$ cat src/rtl/codificador_rr_pkg.sv
// Shared constants and FSM state type for the round-robin request encoder.
package codificador_rr_pkg;

    localparam int unsigned N_REQ  = 8;
    localparam int unsigned CODE_W = 4;

    typedef enum logic [0:0] {
        IDLE,
        OFFER
    } state_e;

endpackage

$ cat src/rtl/busca_prioridade.sv
// Combinational round-robin search: first set bit of pending at or above ptr, with wrap.
module busca_prioridade #(
    parameter int unsigned N_REQ = 8,
    parameter int unsigned PTR_W = $clog2(N_REQ)
) (
    input  logic [N_REQ-1:0] pending,
    input  logic [PTR_W-1:0] ptr,
    output logic [PTR_W-1:0] idx,
    output logic             found
);

    logic [PTR_W-1:0] pos;

    always_comb begin
        idx   = '0;
        found = 1'b0;
        pos   = '0;
        // Candidates in order ptr, ptr+1, ..., wrapping; the first hit is kept.
        for (int unsigned k = 0; k < N_REQ; k++) begin
            pos = PTR_W'((32'(ptr) + k) % N_REQ);
            if (!found && pending[pos]) begin
                idx   = pos;
                found = 1'b1;
            end
        end
    end

endmodule

$ cat src/rtl/codificador_rr.sv
// Round-robin encoder: latches request pulses and offers one source index at a time downstream.
module codificador_rr #(
    parameter int unsigned N_REQ  = codificador_rr_pkg::N_REQ,
    parameter int unsigned CODE_W = codificador_rr_pkg::CODE_W
) (
    input  logic              clk,
    input  logic              rst,
    input  logic [N_REQ-1:0]  req,
    input  logic              out_ready,
    output logic [CODE_W-1:0] A,
    output logic              valid,
    output logic [N_REQ-1:0]  pending
);

    import codificador_rr_pkg::*;

    localparam int unsigned PTR_W = $clog2(N_REQ);

    state_e            state_q, state_d;
    logic [CODE_W-1:0] a_q, a_d;
    logic              valid_q, valid_d;
    logic [N_REQ-1:0]  pending_q, pending_d;
    logic [N_REQ-1:0]  clr;
    logic [PTR_W-1:0]  ptr_q, ptr_d;
    logic [PTR_W-1:0]  idx;
    logic              found;

    busca_prioridade #(
        .N_REQ (N_REQ),
        .PTR_W (PTR_W)
    ) u_busca (
        .pending (pending_q),
        .ptr     (ptr_q),
        .idx     (idx),
        .found   (found)
    );

    always_comb begin
        clr = '0;
        if (state_q == OFFER && out_ready) begin
            clr[a_q[PTR_W-1:0]] = 1'b1;
        end
        // A new request on the bit being cleared wins, so that source is served again later.
        pending_d = (pending_q & ~clr) | req;

        state_d = state_q;
        a_d     = a_q;
        valid_d = valid_q;
        ptr_d   = ptr_q;
        unique case (state_q)
            IDLE: begin
                if (found) begin
                    a_d     = CODE_W'(idx);
                    valid_d = 1'b1;
                    state_d = OFFER;
                end
            end
            OFFER: begin
                if (out_ready) begin
                    valid_d = 1'b0;
                    state_d = IDLE;
                    ptr_d   = (a_q[PTR_W-1:0] == PTR_W'(N_REQ - 1)) ? '0
                                                                    : a_q[PTR_W-1:0] + PTR_W'(1);
                end
            end
            default: state_d = IDLE;
        endcase
    end

    always_ff @(posedge clk or posedge rst) begin
        if (rst) begin
            state_q   <= IDLE;
            a_q       <= '0;
            valid_q   <= 1'b0;
            pending_q <= '0;
            ptr_q     <= '0;
        end else begin
            state_q   <= state_d;
            a_q       <= a_d;
            valid_q   <= valid_d;
            pending_q <= pending_d;
            ptr_q     <= ptr_d;
        end
    end

    assign A       = a_q;
    assign valid   = valid_q;
    assign pending = pending_q;

endmodule

$ cat config.mk
export PLATFORM = sky130hd
export DESIGN_NAME = codificador_rr
export DESIGN_NICKNAME = d
export VERILOG_FILES = /design/src/rtl/codificador_rr_pkg.sv /design/src/rtl/busca_prioridade.sv /design/src/rtl/codificador_rr.sv
export SDC_FILE = /design/constraint.sdc
export NUM_CORES = 1
export LEC_CHECK = 0
export ABC_AREA = 1
export CAP_MARGIN = 15
export CORE_MARGIN = 1.5
export CORE_UTILIZATION = 49
export DETAILED_ROUTE_END_ITERATION = 8
export GPL_TIMING_DRIVEN = 0
export PLACE_DENSITY = 0.76
export SLEW_MARGIN = 20
export SYNTH_ARGS = -nofsm -noshare
export SYNTH_HDL_FRONTEND = slang
export SYNTH_HIERARCHICAL = 1
export SYNTH_SLANG_ARGS = --single-unit
$ cat constraint.sdc
create_clock -name clk -period 2.2 [get_ports clk]
set_input_delay 0.44 -clock clk [delete_from_list [all_inputs] [get_ports clk]]
set_output_delay 0.44 -clock clk [all_outputs]
set_load 0.1 [all_outputs]
==> summary.txt <==
Placed design
  • Gpl congestion: 0.8763
  • Cells after DPL: 286
  • IO Port Bufs: 22
  • Post-DP HPWL: between 2000 and 3000 µm
  • Dpl ws: -0.2698 ns

Routing
  • Top layer in use: met4
  • Drt wl/cell: between 10 and 15 µm
  • Vias per inst: between 5 and 6
  • Met2 Wirelength: roughly 2000 µm
  • Drt pass-1 iters: 4
  • Post-route ant nets: 0
  • Drt total wl: 3761 µm
  • WL met3: 63 µm
  • Remaining DRCs: 0
  • M1 WL: 1634 µm
  • Vias: 1529
  • DRT iter0 DRCs: 38

Status
  • Violations in the final reports: negative setup slack
  • Status: finished with violations

Setup path
  • Max incr delay on CP: around 0.37 ns
  • CP Depth: 15
  • CP Class: reg -> reg
  • CP startpoint kind: flip-flop
  • Critical path's top delay family: simple AND/OR/NAND/NOR gates
  • Worst EP required: 2.41 ns
  • Reg2Reg Depth: 15
  • Worst-path cell chain: buf_6 -> inv_6 -> buf_12 -> ha_4 -> inv_6 -> nand3_4 -> nand3_2 -> nand2_2 -> nor2_4 -> nand4_4 -> nor2_4 -> nand3b_1 -> nand2_4 -> nor2_2 -> a21oi_1
  • Slowest-stage cell, CP: dfrtp_1
  • Buf/Inv on CP: 4
  • WP data arrival: 2.45 ns
  • Crit. End Element: flip-flop
  • Worst Path Max Fanout: 8

Flow run
  • Max_cap viols: 0

Synthesis
  • Area contributors post-synth: dfrtp_1 (25%), nand2_1 (16%), nand3_2 (11%)
  • Synth Area in Adders: 0.03094
  • Mean Syn Cell Area: 7.354 µm²
  • Cell taking the most area after synthesis: dfrtp_1
  • Synth Area in Simple Gates: 0.5313
  • Mux contribution to synthesized area: 0
  • Synth Cell Area: 0.001618 mm²
  • Largest family of logic cells by synthesized area: simple AND/OR/NAND/NOR gates
  • Yosys reg bits: 16
  • Post-synthesis sequential area ratio: 0.2475
  • Synth Area in XOR/XNOR: 0.02784
  • Syn. warnings: 6
  • Top_reg_cell synth: dfrtp_1
  • Post-synth ARST share: 1.000
  • Top-area cell type share of the netlist area: 0.2475
  • EDFF count, synth: 0
  • Yosys cell types: 29
  • Compound-Gate Fraction of Synth Area: 0.04872
  • Syn Inst Count: 220
  • Syn_nets: 235

Clock tree
  • CTS tree: yes
  • H-tree Lvls: 1
  • Total CTS buffers: 3
  • Max Buffers Root-to-Sink: 2
  • CTS Root Cell: clkbuf_4
  • Worst-skew pair later-pin latency: between 0.2 and 0.3 ns
  • Clock transition at path regs: 0.09 ns
  • Clock sinks: 16

Timing
  • Fin crit share: 1.017
  • Endpoints failing setup: 4
  • Final WS setup: -0.03714 ns
  • Final hold violation count: 0
  • Period minus WS final: 2.237 ns
  • Slew margin rel.: 0.3546
  • RSZ-0062 raised after global routing: true
  • Worst-Margin Slew: 0.9720 ns
  • Maximum achievable frequency: between 0.4 and 0.5 GHz
  • Worst Skew: 0.006039 ns
  • Max-slew violations: 0

Cells and area
  • Reg area: 405.4 µm²
  • Diode count: 0
  • Area Overhead vs Synth: 29.85%
  • Final non-filler cell total: 301
  • Fin nets: 273
  • Fillers: about 300
  • Multi-input logic area: approximately 0.0011 mm²
  • Ratio of cells with drive above 1 in the final layout: 0.3502

Die
  • Die span in x: 60.46 µm
  • Core ar.: between 0.003 and 0.004 mm²
  • Die ar.: between 0.003 and 0.004 mm²
  • Row count: 20
  • Num ports: 24
  • Initial Utilization: 0.5214
  • Die Y: 60.46 µm

GRT
  • Vias in the first global route: 1392
  • Largest net degree at the start of global routing: 17
  • First-pass GRT wire length: 6009 µm
  • Initial antenna violation count: 0
  • GRT Total Usage: 0.2191
  • GR Overflow Total: 0

Worst hold path
  • Min-Delay Path Class: in -> async
[per-layer routing]
metal	track usage	vias to the layer above
met2	0.4084	25
met5	0	-
met1	0.2759	722
met3	0.006397	4
li1	-	778
met4	0.06522	0
[flip-flops by register name, indices dropped and copies added, names as in the netlist]
signal / flops
pending: 8
A: 3
ptr_q: 3
state_q: 1
valid: 1
[cell usage in the layout, fill, tap and decap left out, types with 4 or more instances in the layout]
| master | netlist | layout |
|---|---|---|
| nand2_2 | 5 | 6 |
| nand3_4 | 1 | 5 |
| nand4_1 | 4 | 4 |
| nor2_4 | 5 | 6 |
| nor2_1 | 13 | 8 |
| nand2_4 | 10 | 10 |
| buf_4 | 1 | 12 |
| nor2_2 | 2 | 6 |
| dfrtp_1 | 16 | 12 |
| clkdlybuf4s50_1 | 0 | 10 |
| nand2_1 | 67 | 66 |
| dlygate4sd2_1 | 0 | 12 |
| nand3_1 | 21 | 19 |
| dfrtp_2 | 0 | 4 |
| inv_1 | 24 | 22 |
| nand3_2 | 17 | 15 |
| inv_2 | 6 | 6 |
[cell usage after synthesis, types with 5 or more instances]
master   instances
a21oi_1          5
nand3_2         17
inv_2            6
nand2_4         10
nor2_1          13
nand2_2          5
nand3_1         21
dfrtp_1         16
nor2_4           5
nand2_1         67
inv_1           24
[cell families (layout without fill, tap and decap cells)]
logic type / after synthesis / count (layout)
XOR/XNOR: 3 / 3
adder cells (fa/ha/maj): 4 / 4
AND/OR/NAND/NOR: 147 / 147
AO/OA/AOI/OAI: 13 / 13
buffers and inverters: 36 / 73
flip-flops: 16 / 16
other: 1 / 1
[metrics by stage]
step / utilization / hold WS [ns] / area, µm² / setup TNS, ns
global route: 0.6770 / 0.5504 / 2101 / -0.7050
finish: 0.6770 / 0.5169 / 2101 / -0.08646
global placement: 0.6133 / 0.5034 / 1903 / -1.159
detailed placement: 0.6133 / 0.5117 / 1903 / -1.241
floorplan: - / 0.3535 / 1628 / -0.0002673
CTS: 0.6371 / 0.5335 / 1977 / -0.007576
[worst paths after layout]
check | startpoint | end | slack (ns)
max reg2reg | ptr_q[0]$_DFFE_PP0P_ | A[0]$_DFFE_PP0P_ | -0.04
min | rst | valid$_DFFE_PP0P_ | 0.52
max | ptr_q[0]$_DFFE_PP0P_ | A[0]$_DFFE_PP0P_ | -0.04
min reg2reg | pending[1]$_DFF_PP0_ | pending[1]$_DFF_PP0_ | 0.55
min in group clk | pending[1]$_DFF_PP0_ | pending[1]$_DFF_PP0_ | 0.55
max in group asynchronous | rst | pending[0]$_DFF_PP0_ | 1.25
[timing repair]
action                                  in CTS  in global routing
hold buffers                                 0                  0
setup buffers                                5                  6
resized for setup                           15                 22
endpoints found under the hold margin        0                  0
pin swaps                                    2                 16
endpoints found under the setup margin      17                  5
[area by class of cell]
class / instances / share of cell area
buffer: 5 / 0.02918
clock buffer: 4 / 0.01727
inverter: 31 / 0.06254
multi-input combinational: 168 / 0.5348
sequential: 16 / 0.1930
tap: 44 / 0.02621
timing repair buffer: 33 / 0.1370
Power is left out: the tool's default activity adds up to more than one toggle a clock period on the data nets, which glitch-free logic cannot reach.
